### src/rtl/calc_param.sv
// calc_param: keypad calculator core. Collects two unsigned decimal operands
// from 4-bit key codes, runs add / subtract / iterative shift-add multiply,
// traps overflow and underflow into an error state, and serialises the shown
// value to the display controller one decimal digit per cycle, LSD first.
module calc_param #(
  parameter int DIGITS = 8,
  parameter int WIDTH  = 27,
  parameter int POSW   = 4
) (
  input  logic            clock,
  input  logic            reset,
  input  logic [3:0]      cmd,
  input  logic            cmd_valid,
  output logic            cmd_ready,
  output logic [1:0]      status,
  output logic [3:0]      data,
  output logic [POSW-1:0] pos,
  output logic            data_valid,
  output logic [2:0]      state
);

  function automatic logic [63:0] pow10(input int n);
    logic [63:0] v;
    v = 64'd1;
    for (int i = 0; i < n; i++) v = v * 64'd10;
    return v;
  endfunction

  // Largest displayable value and the entry bound beyond which a new digit
  // would no longer fit on the display.
  localparam logic [WIDTH-1:0]   MAX_VAL   = WIDTH'(pow10(DIGITS) - 64'd1);
  localparam logic [WIDTH:0]     MAX_SUM   = (WIDTH+1)'(pow10(DIGITS) - 64'd1);
  localparam logic [2*WIDTH-1:0] MAX_PROD  = (2*WIDTH)'(pow10(DIGITS) - 64'd1);
  localparam logic [WIDTH-1:0]   ENTRY_LIM = WIDTH'(pow10(DIGITS-1));
  localparam int                 CW        = (WIDTH > 1) ? $clog2(WIDTH) : 1;

  localparam logic [3:0] K_ADD = 4'd10;
  localparam logic [3:0] K_SUB = 4'd11;
  localparam logic [3:0] K_MUL = 4'd12;
  localparam logic [3:0] K_CLR = 4'd13;
  localparam logic [3:0] K_EQ  = 4'd14;
  localparam logic [3:0] K_BS  = 4'd15;

  localparam logic [1:0] ST_ERROR = 2'b00;
  localparam logic [1:0] ST_BUSY  = 2'b01;
  localparam logic [1:0] ST_READY = 2'b10;
  localparam logic [1:0] ST_PRINT = 2'b11;

  typedef enum logic [2:0] {
    S_ENTER_A = 3'd0,
    S_ENTER_B = 3'd1,
    S_EXEC    = 3'd2,
    S_ERROR   = 3'd3
  } fsm_t;

  function automatic logic [WIDTH-1:0] div10(input logic [WIDTH-1:0] v);
    return v / WIDTH'(10);
  endfunction

  function automatic logic [3:0] mod10(input logic [WIDTH-1:0] v);
    return 4'(v % WIDTH'(10));
  endfunction

  function automatic logic [WIDTH-1:0] shift_in(input logic [WIDTH-1:0] v,
                                                input logic [3:0]       d);
    return (v << 3) + (v << 1) + WIDTH'(d);
  endfunction

  fsm_t               fsm;
  logic [WIDTH-1:0]   acc, rega, regb, shadow;
  logic [3:0]         op;
  logic [2*WIDTH-1:0] mcand, prod;
  logic [CW-1:0]      mcnt;

  logic               accept;
  fsm_t               k_fsm;
  logic [WIDTH-1:0]   k_acc, k_rega, k_regb;
  logic [3:0]         k_op;
  logic               k_print, k_exec;
  logic               x_done, x_err;
  logic [WIDTH-1:0]   x_res;
  logic [WIDTH:0]     sum;
  logic [2*WIDTH-1:0] prod_n;
  logic               pr_start;
  logic [WIDTH-1:0]   pr_val;

  assign cmd_ready = (status == ST_READY) || (status == ST_ERROR);
  assign accept    = cmd_valid && cmd_ready;
  assign state     = fsm;
  assign sum       = {1'b0, rega} + {1'b0, regb};
  assign prod_n    = prod + (regb[0] ? mcand : '0);

  // Decode an accepted key into its effect on the operand registers.
  always_comb begin
    k_fsm   = fsm;
    k_acc   = acc;
    k_rega  = rega;
    k_regb  = regb;
    k_op    = op;
    k_print = 1'b0;
    k_exec  = 1'b0;
    if (accept) begin
      if (cmd == K_CLR) begin
        k_acc   = '0;
        k_rega  = '0;
        k_regb  = '0;
        k_op    = '0;
        k_fsm   = S_ENTER_A;
        k_print = 1'b1;
      end else if (fsm == S_ERROR) begin
        k_print = 1'b0;
      end else if (cmd <= 4'd9) begin
        if (acc < ENTRY_LIM) begin
          k_acc   = shift_in(acc, cmd);
          k_print = 1'b1;
        end
      end else if (cmd == K_BS) begin
        k_acc   = div10(acc);
        k_print = 1'b1;
      end else if (cmd == K_ADD || cmd == K_SUB || cmd == K_MUL) begin
        k_op = cmd;
        if (fsm == S_ENTER_A) begin
          k_rega  = acc;
          k_acc   = '0;
          k_fsm   = S_ENTER_B;
          k_print = 1'b1;
        end
      end else if (cmd == K_EQ) begin
        if (fsm == S_ENTER_B) begin
          k_regb = acc;
          k_fsm  = S_EXEC;
          k_exec = 1'b1;
        end
      end
    end
  end

  // Decide the operation outcome; multiply only finishes on its last step.
  always_comb begin
    x_done = 1'b0;
    x_err  = 1'b0;
    x_res  = '0;
    if (fsm == S_EXEC) begin
      case (op)
        K_ADD: begin
          x_done = 1'b1;
          x_err  = sum > MAX_SUM;
          x_res  = sum[WIDTH-1:0];
        end
        K_SUB: begin
          x_done = 1'b1;
          x_err  = rega < regb;
          x_res  = rega - regb;
        end
        K_MUL: begin
          if (mcnt == CW'(WIDTH-1)) begin
            x_done = 1'b1;
            x_err  = prod_n > MAX_PROD;
            x_res  = prod_n[WIDTH-1:0];
          end
        end
        default: begin
          x_done = 1'b1;
          x_err  = 1'b1;
        end
      endcase
    end
  end

  assign pr_start = k_print || (x_done && !x_err);
  assign pr_val   = x_done ? x_res : k_acc;

  // Control FSM: operand registers, shift-add multiplier and status.
  always_ff @(posedge clock or posedge reset) begin
    if (reset) begin
      fsm    <= S_ENTER_A;
      status <= ST_READY;
      acc    <= '0;
      rega   <= '0;
      regb   <= '0;
      op     <= '0;
      mcand  <= '0;
      prod   <= '0;
      mcnt   <= '0;
    end else begin
      fsm  <= k_fsm;
      acc  <= k_acc;
      rega <= k_rega;
      regb <= k_regb;
      op   <= k_op;
      if (k_exec) begin
        prod  <= '0;
        mcand <= {{WIDTH{1'b0}}, rega};
        mcnt  <= '0;
      end
      if (fsm == S_EXEC) begin
        if (x_done) begin
          if (x_err) begin
            fsm <= S_ERROR;
          end else begin
            acc  <= x_res;
            rega <= '0;
            regb <= '0;
            fsm  <= S_ENTER_A;
          end
        end else begin
          prod  <= prod_n;
          regb  <= regb >> 1;
          mcand <= mcand << 1;
          mcnt  <= mcnt + CW'(1);
        end
      end
      if (x_done && x_err)
        status <= ST_ERROR;
      else if (pr_start)
        status <= ST_PRINT;
      else if (k_exec)
        status <= ST_BUSY;
      else if (status == ST_PRINT && pos == POSW'(DIGITS-1))
        status <= ST_READY;
    end
  end

  // Print serialiser: emits DIGITS decimal digits, least significant first.
  always_ff @(posedge clock or posedge reset) begin
    if (reset) begin
      data       <= '0;
      pos        <= '0;
      data_valid <= 1'b0;
      shadow     <= '0;
    end else if (pr_start) begin
      data       <= mod10(pr_val);
      shadow     <= div10(pr_val);
      pos        <= '0;
      data_valid <= 1'b1;
    end else if (data_valid) begin
      if (pos == POSW'(DIGITS-1)) begin
        data_valid <= 1'b0;
        pos        <= '0;
        data       <= '0;
      end else begin
        data   <= mod10(shadow);
        shadow <= div10(shadow);
        pos    <= pos + POSW'(1);
      end
    end
  end

  // MAX_VAL documents the displayable range used by the sum/product bounds.
  logic unused_max;
  assign unused_max = ^MAX_VAL;

endmodule

### config.mk
export PLATFORM = sky130hd
export DESIGN_NAME = calc_param
export DESIGN_NICKNAME = d
export VERILOG_FILES = /design/src/rtl/calc_param.sv
export SDC_FILE = /design/constraint.sdc
export NUM_CORES = 1
export LEC_CHECK = 0
export ABC_AREA = 0
export BUFFER_PORTS_ARGS = -buffer_cell sky130_fd_sc_hd__buf_2
export CORE_MARGIN = 1.5
export CORE_UTILIZATION = 40
export DETAILED_ROUTE_END_ITERATION = 8
export GPL_TIMING_DRIVEN = 1
export PLACE_DENSITY_LB_ADDON = 0.1
export SYNTH_ARGS = -nofsm -noshare
export SYNTH_HDL_FRONTEND = slang
export SYNTH_SLANG_ARGS = --single-unit
### constraint.sdc
create_clock -name clock -period 18.85 [get_ports clock]
set_clock_uncertainty 0.2 [all_clocks]
set_input_delay 2.8275 -clock clock [delete_from_list [all_inputs] [get_ports clock]]
set_output_delay 2.8275 -clock clock [all_outputs]
set_load 0.1 [all_outputs]
==> key figures <==
Run status
  • Outcome: finished, final reports clean

Clocking
  • Worst skew pair latency: 600 ps
  • CTS max path bufs: 3
  • TritonCTS clock tree: yes
  • Clock Tree Root: clkbuf_16
  • H-Tree Depth: 1
  • CTS buffer count: 28
  • Clock slew seen by the registers of the worst setup and hold paths: 60 ps
  • Clock sink total: 236

Floorplanning
  • Chip width: 290 um
  • Core Region: 0.0817 mm2
  • Row count: 105
  • I/O pin total: 22
  • Initial Util: 40.3%
  • Die span in y: 290 um
  • Die footprint: 0.0840 mm2

Worst setup path
  • Crit path DAT: 18,290 ps
  • CP most frequent cell: buf_4
  • RR Startpoint: acc[22]
  • RR Endpoint: data[1]
  • Reg2Reg Setup Slack: 820 ps
  • Critical Path Start Type: flop
  • Critical path destination: data[1]
  • Crit-path slowest cell: a2111oi_0
  • CP delay by family, top: compound AO/OA/AOI/OAI gates
  • CP Class: flop to flop
  • Critical Path End Type: flop
  • CP max FO: 14
  • Largest stage delay, worst path: 760 ps
  • Worst Setup SP: acc[22]
  • Worst Path Required: 19,110 ps
  • Critical path depth: 66
  • Worst Reg-to-Reg Cells: 66
  • CP bufs+invs: 8

Global route
  • Maximum number of pins on one net before global-route repair: 124
  • Vias in the first global route: 33,615
  • Total GRT Usage: 27.3%
  • First-pass GRT wire length: 191,000 um
  • Remaining Overflow, GRT: 0
  • Initial antenna violation count: 0

Route
  • Routed wire length: 119,000 um
  • DRC: 0
  • DR WL/cell: 21.0 um
  • Via Count: 36,066
  • Post-route ant nets: 0
  • Initial DRC count: 3,163
  • DR pass1 iterations: 5
  • Via/cell ratio: 6.36

Final layout
  • Commonest non-fill, non-tap cells in the layout: nand2_1, nor2_1, o21ai_0, a21oi_1, buf_4
  • Commonest non-fill, non-tap cell in the layout: nand2_1
  • Design Area, Final: 0.0365 mm2
  • Fin util: 44.6%
  • Total Nets Final: 4,758
  • Share of cells above drive strength 1: 10.9%
  • Antenna cells: 0
  • Area Growth Syn to Fin: 10.7%

Timing
  • Max_slew headroom: 19.9%
  • Setup violators final: 0
  • Period utilization: 95.7%
  • Final hold viol count: 0
  • F_max: 55.5 MHz
  • Worst Tran Pin Value: 1200 ps
  • Final period demand of the worst path: 18,030 ps
  • Hold WS: 287 ps
  • Max-slew violation count: 0

Synth
  • Post-synthesis sequential area ratio: 17.9%
  • Post-synth EDFFs: 0
  • Fraction of the mapped netlist area in simple logic gates: 24.0%
  • Synth cell types: 110
  • Async set or reset register ratio after synthesis: 100%
  • Synth warnings: 0
  • Most used DFF post-synth: dfrtp_1
  • Post-synth net total: 4,787
  • Main combinational cell family by area after synthesis: compound AO/OA/AOI/OAI gates
  • Complex-gate fraction of the synthesized area: 37.6%
  • Synth Cell Area: 0.0329 mm2
  • Yosys reg bits: 236
  • Syn_area_per_cell: 7.14 um2
  • Multiplexer share of the synthesized area: 3.31%
  • XOR/XNOR Fraction of Synth Area: 4.03%
  • Syn Inst Count: 4,611
  • Adder-cell share of the synthesized area: 6.87%

Place
  • Detailed Place HPWL: 86,800 um
  • Post-DP Area: 0.0352 mm2
  • I/O Buffers: 21
  • Gpl congestion: 0.944

Run
  • Max Cap Viol: 0

Hold path
  • Tightest Hold Check Type: flop to flop
## timing repair
| item | CTS | global route |
|---|---|---|
| hold buffers | 0 | 0 |
| gates resized for setup | 0 | 51 |
| buffers inserted | 0 | 4 |
| setup endpoints to repair | 0 | 5 |
## cell type report
type                    instances  area [um2]
clock buffers                  34         783
well taps                    1070        1340
inverters                     174         661
flip-flops and latches        236        5910
multi-input cells            3843       25300
repair buffers                299        2250
clock inverters                18         248
fillers                      8412       45300
## logic make-up after synthesis
logic type      Yosys count
fa+ha+maj               180
simple gates           1639
mux                     104
compound gates         1770
flops                   236
buf+inv                 533
xor+xnor                149
## tightest hold or removal path, cell delays in order, from the launching register on
cell,delay (ps)
dfrtp_1,350
nand2_1,50
o21ai_0,60
## synth_stat cells (26+ instances only)
| cell type | instances | area [um2] |
|---|---|---|
| nor2b_1 | 37 | 231 |
| xor2_1 | 39 | 342 |
| a2111oi_0 | 30 | 263 |
| ha_1 | 164 | 2050 |
| a21o_1 | 61 | 458 |
| o21ai_1 | 33 | 165 |
| a21oi_1 | 316 | 1580 |
| a31oi_1 | 71 | 444 |
| nor2_1 | 399 | 1500 |
| o21bai_1 | 30 | 225 |
| a21boi_0 | 29 | 218 |
| clkbuf_1 | 295 | 1110 |
| a221oi_1 | 36 | 315 |
| and2_1 | 95 | 594 |
| xnor2_1 | 108 | 946 |
| o31ai_1 | 43 | 323 |
| buf_2 | 37 | 185 |
| mux2_2 | 26 | 293 |
| a22oi_1 | 111 | 833 |
| dfrtp_1 | 235 | 5880 |
| o21a_1 | 46 | 345 |
| or3_1 | 41 | 257 |
| o211ai_1 | 79 | 593 |
| nor4_1 | 33 | 206 |
| a211oi_1 | 84 | 631 |
| mux2i_1 | 74 | 741 |
| nand4_1 | 50 | 313 |
| and3_1 | 36 | 225 |
| nand2b_1 | 52 | 325 |
| inv_1 | 165 | 619 |
| o22ai_1 | 69 | 432 |
| nand2_1 | 482 | 1810 |
| nand3_1 | 147 | 736 |
| nor3_1 | 141 | 706 |
| a22o_1 | 72 | 631 |
| o21ai_0 | 317 | 1590 |
## per-layer routing
| layer | wire [um] | track usage (%) |
|---|---|---|
| met5 | 0 | 0 |
| met1 | 56700 | 39.6 |
| met3 | 5910 | 1.74 |
| met2 | 54000 | 44.0 |
| met4 | 2810 | 6.57 |
## metrics by stage
step / setup TNS, ps / instances / setup slack (ps)
2_1_floorplan: 0 / 4611 / 1320
3_3_place_gp: 0 / 5617 / 140
3_5_place_dp: 0 / 5617 / 12.4
4_1_cts: 0 / 5669 / 247
5_1_grt: -214 / 5674 / -149
6_report: 0 / 5674 / 816
## sequential cells by signal (all words and copies together) (netlist names)
register / count
mcand: 54
rega: 27
shadow: 24
prod: 54
state: 3
pos: 4
status: 2
mcnt: 5
data: 4
acc: 27
op: 4
data_valid: 1
regb: 27
## worst min-delay path by stage
stage / start / cells after the start / slack (ps) / end
after floorplan: mcand[12] / 2 / 250 / mcand[12]
after global placement: prod[30] / 2 / 270 / prod[30]
after detailed placement: prod[27] / 2 / 280 / prod[27]
after CTS: prod[27] / 2 / 290 / prod[27]
after global routing: prod[29] / 2 / 310 / prod[29]
final: prod[27] / 2 / 290 / prod[27]
Power is not shown: default switching activity piles up to over one toggle a cycle in this logic, so the estimate is an artifact.
